===== src/rtl/bram_save_ctrl.sv =====
// Backup-RAM transfer sequencer: arbitrates load/save triggers and walks the
// HPS sector handshake from LBA 0 to SECTORS-1.
module bram_save_ctrl #(
  parameter int          SECTORS = 128,
  parameter logic [23:0] TIMEOUT = 24'hFFFFFF
) (
  input  logic        clk_sys,
  input  logic        reset,
  input  logic        downloading,
  input  logic        img_mounted,
  input  logic [63:0] img_size,
  input  logic        img_readonly,
  input  logic        load_req,
  input  logic        save_req,
  input  logic        autosave_en,
  input  logic        osd_open,
  input  logic        bram_change,
  input  logic        sd_ack,
  output logic [31:0] sd_lba,
  output logic        sd_rd,
  output logic        sd_wr,
  output logic        bk_ena,
  output logic        bk_loading,
  output logic        busy,
  output logic        sav_pending,
  output logic        err
);

  localparam int              LW       = $clog2(SECTORS);
  localparam logic [LW-1:0]   LBA_LAST = LW'(SECTORS - 1);

  localparam logic [1:0] ST_IDLE = 2'd0;
  localparam logic [1:0] ST_REQ  = 2'd1;
  localparam logic [1:0] ST_XFER = 2'd2;

  localparam int E_DL  = 0;
  localparam int E_LD  = 1;
  localparam int E_SV  = 2;
  localparam int E_AS  = 3;
  localparam int E_ACK = 4;

  logic [1:0]    state_reg, state_next;
  logic [LW-1:0] lba_reg, lba_next;
  logic          rd_reg, rd_next;
  logic          wr_reg, wr_next;
  logic          loading_reg, loading_next;
  logic [23:0]   timer_reg, timer_next;
  logic          err_reg, err_next;
  logic          bk_ena_reg, bk_ena_next;
  logic          pending_reg, pending_next;

  logic       autosave_term;
  logic [4:0] edge_in;
  logic [4:0] edge_prev;

  assign autosave_term = pending_reg & osd_open & autosave_en;
  assign edge_in       = {sd_ack, autosave_term, save_req, load_req, downloading};

  // Edge-detect history always tracks its input, reset or not, so a level
  // already high when reset releases never looks like an edge.
  genvar gi;
  generate
    for (gi = 0; gi < 5; gi++) begin : g_edge
      logic prev_reg;
      always_ff @(posedge clk_sys) begin
        prev_reg <= edge_in[gi];
      end
      assign edge_prev[gi] = prev_reg;
    end
  endgenerate

  logic dl_rise;
  logic trig_dl, trig_ld, trig_sv, trig_as;
  logic trig_any, trig_load, start;
  logic ack_rise, ack_fall;
  logic mount_ok;

  assign dl_rise   = downloading & ~edge_prev[E_DL];
  assign trig_dl   = ~downloading & edge_prev[E_DL];
  assign trig_ld   = load_req & ~edge_prev[E_LD];
  assign trig_sv   = save_req & ~edge_prev[E_SV];
  assign trig_as   = autosave_term & ~edge_prev[E_AS];
  assign ack_rise  = sd_ack & ~edge_prev[E_ACK];
  assign ack_fall  = ~sd_ack & edge_prev[E_ACK];

  assign trig_any  = trig_dl | trig_ld | trig_sv | trig_as;
  // Both load sources outrank both save sources, so direction reduces to this.
  assign trig_load = trig_dl | trig_ld;
  assign start     = (state_reg == ST_IDLE) & bk_ena_reg & trig_any;

  assign mount_ok  = downloading & img_mounted & (img_size != 64'd0) & ~img_readonly;

  always_comb begin
    bk_ena_next = bk_ena_reg;
    if (mount_ok) begin
      bk_ena_next = 1'b1;
    end else if (dl_rise) begin
      bk_ena_next = 1'b0;
    end

    pending_next = pending_reg;
    if (start) begin
      pending_next = 1'b0;
    end else if (bram_change & ~osd_open) begin
      pending_next = 1'b1;
    end
  end

  always_comb begin
    state_next   = state_reg;
    lba_next     = lba_reg;
    rd_next      = rd_reg;
    wr_next      = wr_reg;
    loading_next = loading_reg;
    timer_next   = timer_reg;
    err_next     = 1'b0;

    case (state_reg)
      ST_IDLE: begin
        if (start) begin
          lba_next     = '0;
          loading_next = trig_load;
          rd_next      = trig_load;
          wr_next      = ~trig_load;
          timer_next   = '0;
          state_next   = ST_REQ;
        end
      end

      ST_REQ: begin
        if (ack_rise) begin
          rd_next    = 1'b0;
          wr_next    = 1'b0;
          state_next = ST_XFER;
        end else if (timer_reg == TIMEOUT) begin
          rd_next      = 1'b0;
          wr_next      = 1'b0;
          loading_next = 1'b0;
          err_next     = 1'b1;
          state_next   = ST_IDLE;
        end else begin
          timer_next = timer_reg + 24'd1;
        end
      end

      ST_XFER: begin
        if (ack_fall) begin
          if (lba_reg == LBA_LAST) begin
            loading_next = 1'b0;
            state_next   = ST_IDLE;
          end else begin
            lba_next   = lba_reg + LW'(1);
            rd_next    = loading_reg;
            wr_next    = ~loading_reg;
            timer_next = '0;
            state_next = ST_REQ;
          end
        end
      end

      default: begin
        state_next = ST_IDLE;
      end
    endcase
  end

  always_ff @(posedge clk_sys) begin
    if (reset) begin
      state_reg   <= ST_IDLE;
      lba_reg     <= '0;
      rd_reg      <= 1'b0;
      wr_reg      <= 1'b0;
      loading_reg <= 1'b0;
      timer_reg   <= '0;
      err_reg     <= 1'b0;
      bk_ena_reg  <= 1'b0;
      pending_reg <= 1'b0;
    end else begin
      state_reg   <= state_next;
      lba_reg     <= lba_next;
      rd_reg      <= rd_next;
      wr_reg      <= wr_next;
      loading_reg <= loading_next;
      timer_reg   <= timer_next;
      err_reg     <= err_next;
      bk_ena_reg  <= bk_ena_next;
      pending_reg <= pending_next;
    end
  end

  assign sd_lba      = {{(32 - LW){1'b0}}, lba_reg};
  assign sd_rd       = rd_reg;
  assign sd_wr       = wr_reg;
  assign bk_ena      = bk_ena_reg;
  assign bk_loading  = loading_reg;
  assign busy        = (state_reg != ST_IDLE);
  assign sav_pending = pending_reg;
  assign err         = err_reg;

endmodule

===== config.mk =====
export PLATFORM = sky130hd
export DESIGN_NAME = bram_save_ctrl
export DESIGN_NICKNAME = d
export VERILOG_FILES = /design/src/rtl/bram_save_ctrl.sv
export SDC_FILE = /design/constraint.sdc
export NUM_CORES = 1
export LEC_CHECK = 0
export CELL_PAD_IN_SITES_DETAIL_PLACEMENT = 1
export CELL_PAD_IN_SITES_GLOBAL_PLACEMENT = 2
export CORE_UTILIZATION = 25
export CTS_BUF_LIST = sky130_fd_sc_hd__clkbuf_4 sky130_fd_sc_hd__clkbuf_8
export DETAILED_ROUTE_END_ITERATION = 10
export GPL_TIMING_DRIVEN = 0
export MAX_ROUTING_LAYER = met4
export PLACE_DENSITY_LB_ADDON = 0.1
export SLEW_MARGIN = 20
export SYNTH_ARGS = -nofsm -noshare
export SYNTH_HDL_FRONTEND = slang
export SYNTH_SLANG_ARGS = --single-unit

===== constraint.sdc =====
create_clock -name clk_sys -period 3.1 [get_ports clk_sys]
set_clock_uncertainty 0.15 [all_clocks]
set_input_delay 0.93 -clock clk_sys [delete_from_list [all_inputs] [get_ports clk_sys]]
set_output_delay 0.93 -clock clk_sys [all_outputs]
set_load 0.02 [all_outputs]

==> results.ini, run 1 <==
[route]
drtIter0Drc=67
wire_per_inst_microns=16.5
via_per_inst=5.04
vias=3004
drcViolationCount=0
wirelength_mm=9.85
detail-route-antenna-nets=0
dr.pass1.iters=4

[critical_path]
cp_cell_sequence=clkdlybuf4s50_1, nand2b_1, a2bb2oi_2, o21ai_2, nor4b_4, buf_12, buf_6, a21oi_1, a311oi_2
path_class=input port to flop
path_max_fanout=10
required_ns=3.18
path_buf_inv=3
setup.worst_path.end_class=flop
critical_path.max_stage_delay_ns=0.48
critPathArrivalTime_ns=3.03
cp_slowest_cell=clkdlybuf4s50_1
crit_family=buffers and inverters
crit_path_start_kind=input port

[yosys]
synth_area_leaders=dfxtp_1, buf_4, a21oi_1
avgSynthCellArea_sq_um=8.30
ys_types=59
async_reset_ff_share_pct=0
yosys_warnings=0
synth-seq-cells=44
synth-edff-count=0
yosys_most_used_dff=dfxtp_1
syn-cell-area_sq_um=2780
synth.top_cell.area_share_pct=31.7
yosys.area.top_type=dfxtp_1
ys_seq_area_share_pct=31.7
synth_cells=335

[die]
core-area_sq_um=10800
dieWidth_microns=107
fp.dieH_microns=107
ios=114
dieArea_sq_um=11600
num_rows=38
start_util_pct=25.7

[placement]
portBuffers=88
dp_hpwl_mm=7.91
pre_cts_ws_ns=-0.487
place_inst=587
gp_congestion=0.772
placed_area_sq_um=3930

[timing]
fmax_mhz=339
worst_pin_slew_ns=0.860
tns_ns=0
slew_headroom_pct=42.1
setup_viol=0
final.period_utilization_pct=95.2
min_period_ns=2.95
hold_viol_final=0
rsz0062_at_grt=yes
layout_setup_ws_ns=0.148
fin_hold_ws_ns=0.337
maxSlewViolCount=0

[final_layout]
design_area_sq_um=4050
nFillCells=1314
diodes=0
area_growth_pct=45.5
drive_above_1_share_pct=13.2
nNetsFinal=536
fin_cells=596
largest_reg_flops=24

[global_routing]
antenna_found_initial=0
grt_start_max_net_pins=15
grt_pass1_wl_mm=15.8
grt_pass1_vias=3106
grt.overflow.total=0
track_usage_pct=18.0

[min_path]
worstHoldPathType=flop to flop

[clock_tree]
ctsLongestPathBuffers=2
cts_tree=yes
cts_max_level=2
clk_pin_slew_ns=0.10
cts-root-buf=clkbuf_8
insertion_delay_ns=0.31
cts_inserted_buffers=5
cts_sinks=44
holdBufCountCts=0

[run_status]
status=completed

[power]
p_per_area_nw_per_um2=321
power_leakage_nw=1.41
peakVddDrop_mv=0.169

[run]
drv_cap=0

final cells by class:
cell class              instances  area, sq um  area share [%]
well taps                     140          175            4.33
clock inverters                 3         18.8           0.464
plain buffers                  38          255            6.31
inverters                      10         37.5           0.928
multi-input cells             267         1710            42.2
clock buffers                   5         68.8            1.70
flip-flops and latches         44          881            21.8
repair buffers                 89          901            22.3
path summary, 6_finish.rpt:
path / cells after the start / to / from / slack (ns)
worst max-delay path: 9 / timer_reg[10] / sd_ack / 0.15
worst min-delay path: 1 / timer_reg[23] / timer_reg[23] / 0.34
worst max register to register: 11 / timer_reg[10] / state_reg[0] / 0.38
worst min register to register: 1 / timer_reg[23] / timer_reg[23] / 0.34
metal layers:
layer / vias up / GRT usage, % / wire [microns]
met2: 67 / 31.7 / 4880
met4: 0 / 4.21 / 140
met1: 1445 / 21.0 / 4390
met5: - / - / 0
li1: 1479 / - / -
met3: 13 / 3.69 / 446
report_power, final:
group	total (mW)	leakage [nW]	switching (mW)	internal, mW
registers	0.583	0.357	0.00741	0.575
clock network	0.381	0.0479	0.223	0.158
logic	0.336	1.01	0.169	0.167
total	1.30	1.41	0.400	0.901
per-stage QoR:
step | power (mW) | util [%]
floorplan | 0.770 | -
global placement | 0.925 | 36.2
detailed placement | 0.930 | 36.2
CTS | 1.32 | 37.2
global route | 1.37 | 37.3
finish | 1.30 | 37.3
cell usage after synthesis (2+ instances only):
cell type / instances
dfxtp_1: 44
a21oi_1: 29
buf_4: 25
nand2_1: 24
nor2_1: 24
nor4_1: 22
o21ai_0: 16
a311oi_1: 14
nand3_1: 11
nand4_1: 11
inv_1: 9
clkbuf_1: 8
nand2b_1: 8
a41oi_1: 6
and3_1: 6
ha_1: 6
nor3_1: 6
mux2i_1: 5
a31oi_1: 4
and4_1: 4
a211oi_1: 3
a21o_1: 3
buf_2: 3
o21a_1: 3
and2_1: 2
buf_6: 2
nand3_2: 2
o31ai_1: 2
or3_1: 2
or4_1: 2
cell usage in the layout (no fill, tap or decap), drive strengths merged, types with 5 or more instances in the layout:
cell / instances
nand4: 12
nand2b: 8
mux2i: 5
nor4: 22
and3: 7
buf: 31
nor2: 24
nor3: 7
a41oi: 6
clkdlybuf4s50: 88
clkbuf: 13
o21ai: 18
nand3: 14
a31oi: 5
dfxtp: 44
conb: 25
and4: 5
a21oi: 29
ha: 6
inv: 10
nand2: 24
a311oi: 15
repair_timing:
item,CTS,global route
resized for setup,1,4
pin swaps,1,0
hold endpoints to repair,0,0
setup endpoints to repair,18,10
buffers inserted,1,0
cells by family (layout without fill, tap and decap cells):
group / Yosys count / after routing / share of synthesized area, %
buffers and inverters: 48 / 145 / 10.5
AO/OA/AOI/OAI: 95 / 95 / 24.2
other: 1 / 25 / 0.135
multiplexers: 5 / 5 / 1.80
flip-flops: 44 / 44 / 31.7
AND/OR/NAND/NOR: 136 / 136 / 29.0
adder cells (fa/ha/maj): 6 / 6 / 2.70
worst register-to-register path, delay by kind of cell, from the launching register on:
kind | cells | cell delay (ns)
buffers and inverters | 6 | 1.03
flip-flops | 1 | 0.39
AND/OR/NAND/NOR | 2 | 0.52
adder cells (fa/ha/maj) | 1 | 0.21
AO/OA/AOI/OAI | 2 | 0.34
No activity file was read; power rests on OpenSTA's default activity.
==> run 2: changes to the inputs <==
CORE_UTILIZATION = 22   (was 25)
clock period = 2.5 ns   (was 3.1 ns; I/O delays follow)
==> results.ini, run 2 (same netlist as run 1, synthesis figures left out) <==
[run_status]
status=completed

[final_layout]
diodes=0
multi_input_area_sq_um=1880
nNetsFinal=557
fin_cells=644
seqCellArea_sq_um=885
largest_reg_flops=24
drive_above_1_share_pct=23.1
final_cell_mix=clkdlybuf4s50_1, buf_4, dfxtp_1, a21oi_1, conb_1
final_common_cell=clkdlybuf4s50_1
area_growth_pct=59.4
nFillCells=1466
design_area_sq_um=4430

[clock_tree]
cts_tree=yes
cts_inserted_buffers=5
cts-root-buf=clkbuf_8
cts_max_level=2
cts_sinks=44
clk_pin_slew_ns=0.09
ctsLongestPathBuffers=2
insertion_delay_ns=0.31

[timing]
tns_ns=0
fmax_mhz=414
slew_headroom_pct=50.6
min_period_ns=2.41
fin_hold_ws_ns=0.338
final.period_utilization_pct=96.5
worst_pin_slew_ns=0.742
maxSlewViolCount=0
setup_viol=0
hold_viol_final=0

[placement]
portBuffers=88
dp_hpwl_mm=8.09
gp_congestion=0.745
place_inst=615
placed_area_sq_um=3960

[min_path]
worstHoldPathType=flop to flop
min_path_cells=1
hold_start=timer_reg[23]
worst_hold_path.endpoint=timer_reg[23]

[route]
wirelength_mm=10.6
drtIter0Drc=129
wire_per_inst_microns=16.4
drcViolationCount=0
detail-route-antenna-nets=0
vias=3070
dr.pass1.iters=4
via_per_inst=4.77

[critical_path]
cp_cell_sequence=ha_4, nand4_4, nor3_4, a31oi_4, nor4b_4, buf_4, buf_4, buf_6, a21oi_1, a311oi_2
setup.worst_path.end_class=flop
crit_path_frequent_cell=buf_4
cp_slowest_cell=dfxtp_2
required_ns=2.52
critPathArrivalTime_ns=2.44
path_class=flop to flop
startpoint=timer_reg[0]
critical_path.max_stage_delay_ns=0.41
timing.rr.start=timer_reg[0]
rrSetupSlack_ns=0.09
crit_family=simple AND/OR/NAND/NOR gates
crit_cells=10
ff2ff_path_depth=10
path_max_fanout=7
r2r-end=timer_reg[8]
path_buf_inv=3
crit_path_start_kind=flop

[power]
power_leakage_nw=1.60
p_per_area_nw_per_um2=380
peakVddDrop_mv=0.194

[global_routing]
antenna_found_initial=0
track_usage_pct=17.3
grt.overflow.total=0
grt_pass1_wl_mm=16.8
grt_start_max_net_pins=13
grt_pass1_vias=3196

[run]
drv_cap=0

[die]
core-area_sq_um=12200
fp.dieH_microns=114
dieWidth_microns=114
ios=114
start_util_pct=22.9
dieArea_sq_um=13100
num_rows=40

[run 2: power by group]
part | internal [mW] | switching (mW)
sequential | 0.714 | 0.0104
combinational | 0.253 | 0.239
clock | 0.202 | 0.267
total | 1.17 | 0.516
[run 2: layout make-up]
cell class	count	share of cell area (%)
multi-input cells	267	42.4
repair buffers	110	23.8
flip-flops and latches	44	19.9
plain buffers	38	6.43
well taps	168	4.74
clock buffers	6	1.72
inverters	10	0.875
clock inverters	1	0.113
[run 2: how the worst max path moves through the flow]
| stage | endpoint | slack [ns] |
|---|---|---|
| 2_1_floorplan | timer_reg[22] | 0.08 |
| 3_3_place_gp | timer_reg[11] | -0.84 |
| 3_5_place_dp | timer_reg[10] | -0.85 |
| 4_1_cts | timer_reg[13] | -0.03 |
| 5_1_grt | timer_reg[11] | -0.01 |
| 6_report | timer_reg[8] | 0.09 |
[run 2: metrics by stage]
step | total power, mW | util [%] | setup WS, ns
floorplan | 0.954 | - | 0.0795
global placement | 1.15 | 32.6 | -0.844
detailed placement | 1.16 | 32.6 | -0.851
CTS | 1.69 | 35.3 | -0.0346
global route | 1.77 | 36.5 | -0.0142
finish | 1.69 | 36.5 | 0.0869
[run 2: repair_timing]
action / 4_1_cts / 5_1_grt
hold endpoints to repair: 0 / 0
hold buffers: 0 / 0
endpoints found under the setup margin: 30 / 29
setup buffers: 14 / 7
cloned: 1 / 0
pin swaps: 15 / 10
resized for setup: 38 / 29
[run 2: per-layer routing]
metal | track usage, % | up-vias | wire length [microns]
li1 | - | 1514 | -
met1 | 21.0 | 1480 | 4740
met2 | 29.0 | 65 | 5260
met5 | - | - | 0
met3 | 3.65 | 11 | 392
met4 | 4.94 | 0 | 155
==> run 3: changes to the inputs <==
REMOVE_ABC_BUFFERS = 1   (was not set)
==> results.ini, run 3 (same netlist as run 1, synthesis figures left out) <==
[clock_tree]
holdBufCountCts=0
ctsLongestPathBuffers=2
cts-root-buf=clkbuf_8
cts_tree=yes
cts_max_level=2
cts_sinks=44
clk_pin_slew_ns=0.10
cts_inserted_buffers=5
insertion_delay_ns=0.31

[critical_path]
ff2ff_path_depth=10
critPathArrivalTime_ns=2.44
crit_path_start_kind=flop
path_max_fanout=7
path_class=flop to flop
setup.worst_path.end_class=flop
required_ns=2.54

[route]
wire_per_inst_microns=16.5
detail-route-antenna-nets=0
drcViolationCount=0
dr.pass1.iters=5
vias=2941
drtIter0Drc=120
via_per_inst=4.81
wirelength_mm=10.1

[final_layout]
diodes=0
drive_above_1_share_pct=16.3
nNetsFinal=524
area_growth_pct=50.5
final_cell_mix=clkdlybuf4s50_1, dfxtp_1, a21oi_1, conb_1, nor2_1
largest_reg_flops=24
final_common_cell=clkdlybuf4s50_1

[global_routing]
grt_pass1_vias=3154
grt_pass1_wl_mm=16.4
antenna_found_initial=0
track_usage_pct=16.5
grt.overflow.total=0
grt_start_max_net_pins=26

[timing]
fin_hold_ws_ns=0.348
fmax_mhz=417
worst_pin_slew_ns=0.568
layout_setup_ws_ns=0.105
maxSlewViolCount=0
hold_viol_final=0
slew_headroom_pct=61.8
min_period_ns=2.40
final.period_utilization_pct=95.8
setup_viol=0

[die]
start_util_pct=22.9
num_rows=40
ios=114
core-area_sq_um=12200
dieArea_sq_um=13100
fp.dieH_microns=114
dieWidth_microns=114

[placement]
portBuffers=88
pre_cts_ws_ns=-1.18
dp_hpwl_mm=7.31
gp_congestion=0.763

[power]
power_leakage_nw=1.43
peakVddDrop_mv=0.189
total_power_mw=1.63
p_per_area_nw_per_um2=390

[min_path]
min_path_cells=1
worstHoldPathType=flop to flop

[run_status]
status=completed

[run]
drv_cap=0

[run 3: changes by cell type in the layout (fill, tap and decap cells not counted), moves of 2 or more]
cell            delta
ha_1               -2
buf_12             +2
ha_4               +2
a311oi_1           +9
a311oi_2           -9
clkbuf_1           -4
dlymetal6s2s_1     -3
buf_6              -6
dfxtp_4            +2
buf_4             -24
[run 3: power breakdown]
| part | internal, mW | total (mW) | switching, mW | leakage [nW] |
|---|---|---|---|---|
| logic | 0.218 | 0.442 | 0.225 | 1.03 |
| clock network | 0.202 | 0.467 | 0.265 | 0.0445 |
| registers | 0.713 | 0.725 | 0.0113 | 0.359 |
| total | 1.13 | 1.63 | 0.501 | 1.43 |
[run 3: repair_timing]
item | CTS | global route
pin swaps | 9 | 5
gates cloned | 1 | 1
buffers inserted | 15 | 9
gates resized for setup | 28 | 14
setup endpoints to repair | 34 | 27
[run 3: path summary, 6_finish.rpt]
path / startpoint / endpoint / slack, ns
hold / removal: timer_reg[18] / timer_reg[18] / 0.35
hold reg to reg: timer_reg[18] / timer_reg[18] / 0.35
setup / recovery: timer_reg[0] / timer_reg[14] / 0.10
setup reg to reg: timer_reg[0] / timer_reg[14] / 0.10
[run 3: critical path: stages, from the launching register on]
cell and delay (ns):
dfxtp_4 0.40, ha_4 0.17, nand4_4 0.19, nor3_4 0.32, a31oi_4 0.15, nor4b_4 0.16
buf_4 0.16, bufbuf_16 0.26, buf_4 0.13, a21oi_1 0.13, a211oi_1 0.05
[run 3: cell type report]
type | count | area (sq um)
fillers | 1456 | 7980
well taps | 168 | 210
repair buffers | 114 | 1130
clock buffers | 6 | 76.3
inverters | 10 | 42.5
flip-flops and latches | 44 | 891
clock inverters | 1 | 5.00
multi-input cells | 268 | 1830
[run 3: routing by layer]
metal | vias up | global-route usage, % | wire (microns)
met5 | - | - | 0
met4 | 0 | 4.59 | 172
met3 | 13 | 2.75 | 288
met2 | 59 | 27.8 | 4980
met1 | 1423 | 20.3 | 4620
li1 | 1446 | - | -
[run 3: metrics by stage]
stage / util, % / setup TNS [ns] / area, sq um / instances
4_1_cts: 33.4 / 0 / 4070 / 601
3_3_place_gp: 30.5 / -29.34 / 3710 / 577
5_1_grt: 34.4 / -0.0583 / 4190 / 611
2_1_floorplan: - / -0.264 / 2620 / 321
6_report: 34.4 / 0 / 4190 / 611
3_5_place_dp: 30.7 / -26.46 / 3730 / 578
